### config.mk
export PLATFORM = sky130hd
export DESIGN_NAME = sandbox_command_responder
export DESIGN_NICKNAME = d
export VERILOG_FILES = /design/src/rtl/sandbox_command_responder.sv
export SDC_FILE = /design/constraint.sdc
export NUM_CORES = 1
export LEC_CHECK = 0
export BUFFER_PORTS_ARGS = -buffer_cell sky130_fd_sc_hd__buf_2
export CAP_MARGIN = 40
export CORE_UTILIZATION = 55
export DETAILED_ROUTE_END_ITERATION = 8
export GPL_ROUTABILITY_DRIVEN = 0
export PLACE_DENSITY = 0.84
export RECOVER_POWER = 50
export SYNTH_ARGS = -nofsm -noshare
export SYNTH_HDL_FRONTEND = slang
export SYNTH_SLANG_ARGS = --single-unit
### constraint.sdc
create_clock -name masterClock -period 3.9 [get_ports masterClock]
set_input_delay 0.78 -clock masterClock [delete_from_list [all_inputs] [get_ports masterClock]]
set_output_delay 0.78 -clock masterClock [all_outputs]
set_load 0.1 [all_outputs]
### src/rtl/sandbox_command_responder.sv
// sandbox_command_responder
// Host-side command responder for the wide UART data interface. Each received
// frame (control byte + payload) is latched and acknowledged through the
// clearDR handshake. One command then runs against an accumulator and a frame
// counter, and a reply is requested on transmitData and tracked until the UART
// interface has finished sending it.
module sandbox_command_responder #(
  parameter int WIDTH            = 7,
  parameter int TX_START_TIMEOUT = 1024
) (
  input  logic                 masterClock,
  input  logic                 reset,
  input  logic                 dataReceived,
  input  logic [7:0]           control,
  input  logic [8*WIDTH-1:0]   inputData,
  input  logic                 transmitting,
  output logic                 clearDR,
  output logic                 transmitData,
  output logic [7:0]           status,
  output logic [8*WIDTH-1:0]   outputData,
  output logic                 rxIndicator
);

  localparam int DW = 8 * WIDTH;
  localparam int TW = $clog2(TX_START_TIMEOUT + 1);
  localparam logic [TW-1:0] TIMER_LAST = TW'(TX_START_TIMEOUT - 1);

  typedef enum logic [2:0] {
    IDLE,
    EXEC,
    CLEAR,
    SEND,
    WAIT_DONE
  } state_t;

  typedef enum logic [3:0] {
    OP_NOP        = 4'h0,
    OP_ECHO       = 4'h1,
    OP_INVERT     = 4'h2,
    OP_ACCUMULATE = 4'h3,
    OP_READ_ACC   = 4'h4,
    OP_CLEAR_ACC  = 4'h5,
    OP_COUNT      = 4'h6
  } opcode_t;

  // Result codes reported in status[3:0].
  localparam logic [3:0] RES_OK       = 4'd0;
  localparam logic [3:0] RES_UNKNOWN  = 4'd1;
  localparam logic [3:0] RES_CARRY    = 4'd2;
  localparam logic [3:0] RES_TX_START = 4'd3;

  state_t          state;
  logic [7:0]      ctl_q;
  logic [DW-1:0]   data_q;
  logic [DW-1:0]   acc;
  logic [15:0]     cnt;
  logic [TW-1:0]   timer;
  logic [DW:0]     acc_sum;

  // Accumulator sum with its carry out, used by ACCUMULATE.
  always_comb begin
    acc_sum = {1'b0, acc} + {1'b0, data_q};
  end

  // Frame acceptance, command execution and reply handshake state machine.
  always_ff @(posedge masterClock) begin
    // NOTE: the reset is sampled synchronously and clears every register,
    // including the latched frame, accumulator and counter, so a reset taken
    // mid-handshake leaves no trace of the aborted frame.
    if (!reset) begin
      state        <= IDLE;
      clearDR      <= 1'b0;
      transmitData <= 1'b0;
      status       <= '0;
      outputData   <= '0;
      rxIndicator  <= 1'b0;
      ctl_q        <= '0;
      data_q       <= '0;
      acc          <= '0;
      cnt          <= '0;
      timer        <= '0;
    end else begin
      // NOTE: every state register uses non-blocking assignment, so all
      // branches below see the values from before this edge.
      case (state)
        IDLE: begin
          if (dataReceived) begin
            ctl_q       <= control;
            data_q      <= inputData;
            rxIndicator <= ~rxIndicator;
            cnt         <= cnt + 16'd1;
            state       <= EXEC;
          end
        end

        EXEC: begin
          status <= {ctl_q[7:4], RES_OK};
          case (ctl_q[3:0])
            OP_NOP:        ;
            OP_ECHO:       outputData <= data_q;
            OP_INVERT:     outputData <= ~data_q;
            OP_ACCUMULATE: begin
              acc        <= acc_sum[DW-1:0];
              outputData <= acc_sum[DW-1:0];
              if (acc_sum[DW]) status[3:0] <= RES_CARRY;
            end
            OP_READ_ACC:   outputData <= acc;
            OP_CLEAR_ACC: begin
              acc        <= '0;
              outputData <= '0;
            end
            OP_COUNT:      outputData <= DW'(cnt);
            default: begin
              outputData  <= '0;
              status[3:0] <= RES_UNKNOWN;
            end
          endcase
          clearDR <= 1'b1;
          state   <= CLEAR;
        end

        CLEAR: begin
          // Keep requesting the buffer release until the interface drops it.
          if (!dataReceived) begin
            clearDR <= 1'b0;
            if (ctl_q[3:0] == OP_NOP) begin
              state <= IDLE;
            end else begin
              transmitData <= 1'b1;
              timer        <= '0;
              state        <= SEND;
            end
          end
        end

        SEND: begin
          // A start seen on the same cycle as the timeout still counts.
          if (transmitting) begin
            transmitData <= 1'b0;
            state        <= WAIT_DONE;
          end else if (timer == TIMER_LAST) begin
            transmitData <= 1'b0;
            status[3:0]  <= RES_TX_START;
            state        <= IDLE;
          end else begin
            timer <= timer + 1'b1;
          end
        end

        WAIT_DONE: begin
          if (!transmitting) state <= IDLE;
        end

        default: state <= IDLE;
      endcase
    end
  end

endmodule
Word level (Yosys, flattened, before mapping)
Cells that the tools add are included.
- add/subtract/negate cells: 3
- bitwise gates (word level): 3
- divide/modulo/power cells: 0
- magnitude comparators: 0
- shift operators: 0
- reduce and logical (&&, ||, !) cells: 15
- equal/unequal tests: 19
- $mul: 0
- mux-type cells: 26
- operators by type and width (cell ; number):
    $pmux 56 s6 ; 1
    $pmux 56 s2 ; 1
    $add 56x56->57 ; 1
    $not 56->56 ; 1
    $mux 11 ; 4
    $pmux 11 s2 ; 1
    $add 16x1->16 const B ; 1
    $mux 3 ; 5
    $pmux 3 s5 ; 1
    $ne 2x2->1 const B ; 7
    $eq 4x3->1 const B ; 3
    $add 11x1->11 const B ; 1
    $eq 11x10->1 const B ; 1
    $eq 4x2->1 const B ; 2
    $mux 4 ; 2
    $pmux 4 s2 ; 1
    $reduce_and 2->1 ; 4
    $reduce_and 4->1 ; 2
    $reduce_bool 2->1 ; 4
    $eq 3x2->1 const B ; 2
    $reduce_or 6->1 ; 1
    $mux 1 ; 5
    $reduce_and 5->1 ; 1
    $eq 4x1->1 const B ; 1
    other kinds (10) ; 13
- latch bits: 0
- word-level logic and storage cells: 78
- output and inout port bits: 67
- bits in writable memories: 0
- bits in read-only memories: 0
- memories: 0
- register bits: 217

Depth between registers and ports, before layout
- word-level depth: 4
- gate-level depth with buffers: 13
- mapped depth without buffers: 13

Least setup slack after synthesis
OpenSTA, ideal clock, no wires.
- path kind: register -> register
- from: reg data_q[0]
- to: reg outputData[34]
- library setup time: 0.127 ns
- path buffers: 0
- setup slack: 1.109 ns
- stages on the path, launching flop included: 14
- arrival: 2.664 ns
- cell sequence: dfxtp_1 > ha_1 > inv_1 > fa_1 > nor2b_1 > o211ai_1 > a21oi_1 > a31o_2 > a21oi_1 > o31ai_1 > a21oi_1 > xnor2_1 > a221oi_1 > nor3b_1
- cells in the longest elaborated chain, start to end: 2
- RTL lines (what ; RTL line ; source):
    start: declaration ; 54 ; logic [DW-1:0] data_q;
    start signal: assignment ; 89 ; data_q <= inputData;
    $add 56x56->57 ; 62 ; acc_sum = {1'b0, acc} + {1'b0, data_q};
    $pmux 56 s6 ; 98 ; case (ctl_q[3:0])
    end signal: assignment ; 100 ; OP_ECHO: outputData <= data_q;
    end signal: assignment ; 101 ; OP_INVERT: outputData <= ~data_q;
    end signal: assignment ; 104 ; outputData <= acc_sum[DW-1:0];
    end: declaration ; 20 ; output logic [8*WIDTH-1:0] outputData,
No other way between the ends.
A chain may end at the register's enable or synchronous reset.

Final worst setup path
- from: reg state[2]
- to: reg acc[47]
- cells in the longest elaborated chain, start to end: 2
- RTL lines (what ; RTL line ; source):
    start: declaration ; 52 ; state_t state;
    start signal: assignment ; 71 ; state <= IDLE;
    start signal: assignment ; 92 ; state <= EXEC;
    start signal: assignment ; 119 ; state <= CLEAR;
    $eq 3x1->1 ; 85 ; case (state)
    $reduce_and 2->1 (no line) ; - ;
    end signal: assignment ; 103 ; acc <= acc_sum[DW-1:0];
    end: declaration ; 55 ; logic [DW-1:0] acc;
No other way between the ends.

==> impl_metrics.ini <==
[layout]
fin_nets = 1791
fin_cells = 1962
drive_gt1_share_pct = 8.86
final_cell_mix = 316 x nand2_1, 215 x dfxtp_1, 112 x a21oi_1
layout_commonest_cell = nand2_1
fillerInstances = 1903
antennaDiodeCount = 0
syn_to_final_growth_pct = 12.6

[clock_tree]
clock_latency_ns = 0.53
clock-sinks = 215
clockRootBuffer = clkbuf_16
ctsHoldBuffers = 0
numCtsBuffers = 25
postCtsSetupBuffers = 0
cts_tree = done
clk_path_buf_depth = 3
cts_resized = 0
cts.clk_slew.worst_paths_ns = 0.06
htreeDepth = 1

[global_routing]
grt_pass1_wl_mm = 58.2
grtUsageTotal_pct = 29.9
grt_pass1_vias = 11600
antenna_found_initial = 0
grt_max_degree = 58
overflow = 0

[placement]
place_inst = 1917
pre_cts_ws_ns = 0.732
port_buffers = 132
dp_hpwl_mm = 24.2

[synthesis]
ys_seq_area_share_pct = 34.8
synth_cells = 1586
synth-edff-count = 0
synth_top_area_cell = dfxtp_1
synth_ff_type = dfxtp_1
yosysWarnings = 0
synth_top_area_share_pct = 34.8
syn_avg_cell_area_um2 = 7.79
async_reset_ff_share_pct = 0
synth.area.top_cells = dfxtp_1 35%, nand2_1 9.6%, ha_1 5.9%, a21boi_0 4.6%, a21oi_1 4.5%
syn_area_um2 = 12400
synth_cell_types = 66
ys_ff_latch = 215

[setup_path]
crit_path_max_incr_delay_ns = 1.06
cp_slowest_cell = clkbuf_1
end_kind = flop
cp-start-kind = flop
r2r_start = state[2]$_SDFFE_PN0P_
cp.arrival_ns = 3.91
startpoint = state[2]$_SDFFE_PN0P_
critical_path.max_fanout = 32
rr_worst_depth = 10
crit_top_cell = nand2_1
worstPathRequired_ns = 4.37
path_cells = nor2_1 -> nand2_1 -> clkbuf_1 -> nor2_1 -> nand3_1 -> clkbuf_1 -> and2_1 -> buf_4 -> nand2_1 -> nand2_1
path_class = reg2reg

[drt]
top_layer_used = met4
m1WireLength_mm = 15.1
vias = 12200
drtAntennaViolNets = 0
via_per_inst = 6.19
wl_per_cell_um = 17.8
wl_met2_mm = 15.9
dr.pass1.iters = 6
drt_wl_total_mm = 35.0
wl_met3_mm = 2.71
initialDrtViolationCount = 1164
drc = 0

[sta]
period_minus_slack_ns = 3.44
drv_slew = 90
setup_ws_ns = 0.458
setup_viol_count_final = 0
maxSlewHeadroom_pct = -41.0
rsz0062_at_grt = no
hold_viol = 0
post-route-period-util_pct = 88.3
fmax_mhz = 290
fin_tns_setup_ns = 0
skew_ns = 0.0130
worst_pin_slew_ns = 2.12

[die]
start_util_pct = 56.4
ios = 135
dieArea_um2 = 23100
die_w_um = 152
core_area_um2 = 21900
rows = 54
die_y_um = 152

[min_path]
min_from = outputData[21]$_SDFFE_PN0P_
hold_class = reg2reg
min_path_cells = 2

[outcome]
status = finished with violations
violations = max-capacitance violations, max-slew violations

[flow_run]
cap_viol_max_count = 2

[power]
peakVddDrop_uv = 531
cellPowerDensity_nw_per_um2 = 480
leakagePower_nw = 5.47
path summary, 6_finish.rpt:
check        slack (ns)                           to
min reg2reg        0.46  outputData[21]$_SDFFE_PN0P_
min                0.46  outputData[21]$_SDFFE_PN0P_
max reg2reg        0.46         acc[47]$_SDFFE_PN0P_
max                0.46         acc[47]$_SDFFE_PN0P_
power breakdown:
part / internal, mW / total, mW / switching, mW / leakage, nW
Combinational: 0.460 / 1.67 / 1.21 / 3.31
Clock: 1.48 / 2.44 / 0.962 / 0.424
Sequential: 2.36 / 2.57 / 0.202 / 1.74
synth_stat cells, drive strengths merged (20+ instances only):
| cell | number |
|---|---|
| nand2 | 316 |
| dfxtp | 215 |
| a21oi | 113 |
| o21ai | 106 |
| nor2 | 103 |
| clkbuf | 81 |
| a21boi | 75 |
| ha | 58 |
| a221oi | 56 |
| xnor2 | 45 |
| nor2b | 41 |
| and2 | 30 |
| xor2 | 29 |
| nand3 | 27 |
| buf | 25 |
| a21o | 24 |
| a22oi | 21 |
| nand4 | 21 |
| inv | 20 |
metal layers:
layer / vias to the layer above / track usage [%]
met5: - / 0
met2: 525 / 48.9
met3: 97 / 5.79
met4: 0 / 12.8
li1: 5797 / -
met1: 5733 / 38.5
sequential cells by signal (all words and copies together) (netlist names):
register,cells
status,6
timer,11
data_q,56
ctl_q,8
rxIndicator,1
state,3
cnt,16
acc,56
clearDR,1
transmitData,1
outputData,56
critical path: cells and delay by family (launching register included):
kind                   cells  cell delay, ns
buffers and inverters      3            1.88
AND/OR/NAND/NOR            7            0.99
flip-flops                 1            0.48
through the flow:
step / instance area [um2] / power [mW] / hold slack [ns] / utilization, %
floorplan: 12400 / 3.82 / 0.435 / -
global placement: 13100 / 4.21 / 0.434 / 59.9
detailed placement: 13100 / 4.26 / 0.441 / 60.0
CTS: 14000 / 6.69 / 0.455 / 64.0
global route: 13900 / 6.96 / 0.477 / 63.5
finish: 13900 / 6.67 / 0.455 / 63.5
logic make-up after synthesis:
kind of cell | count (synthesis) | synth area share, %
other cells | 1 | 0.0304
flops | 215 | 34.8
buf+inv | 126 | 4.14
simple gates | 608 | 22.1
fa+ha+maj | 59 | 6.04
xor+xnor | 74 | 5.25
compound gates | 501 | 27.4
mux | 2 | 0.162
cell type report:
cell class,instances,area [um2],area share (%)
repair buffers,156,756,5.44
well taps,280,350,2.52
multi-input cells,1246,7550,54.3
clock buffers,36,757,5.44
clock inverters,9,108,0.774
inverters,20,75.1,0.540
flip-flops and latches,215,4300,31.0
No activity file was read; power rests on OpenSTA's default activity.
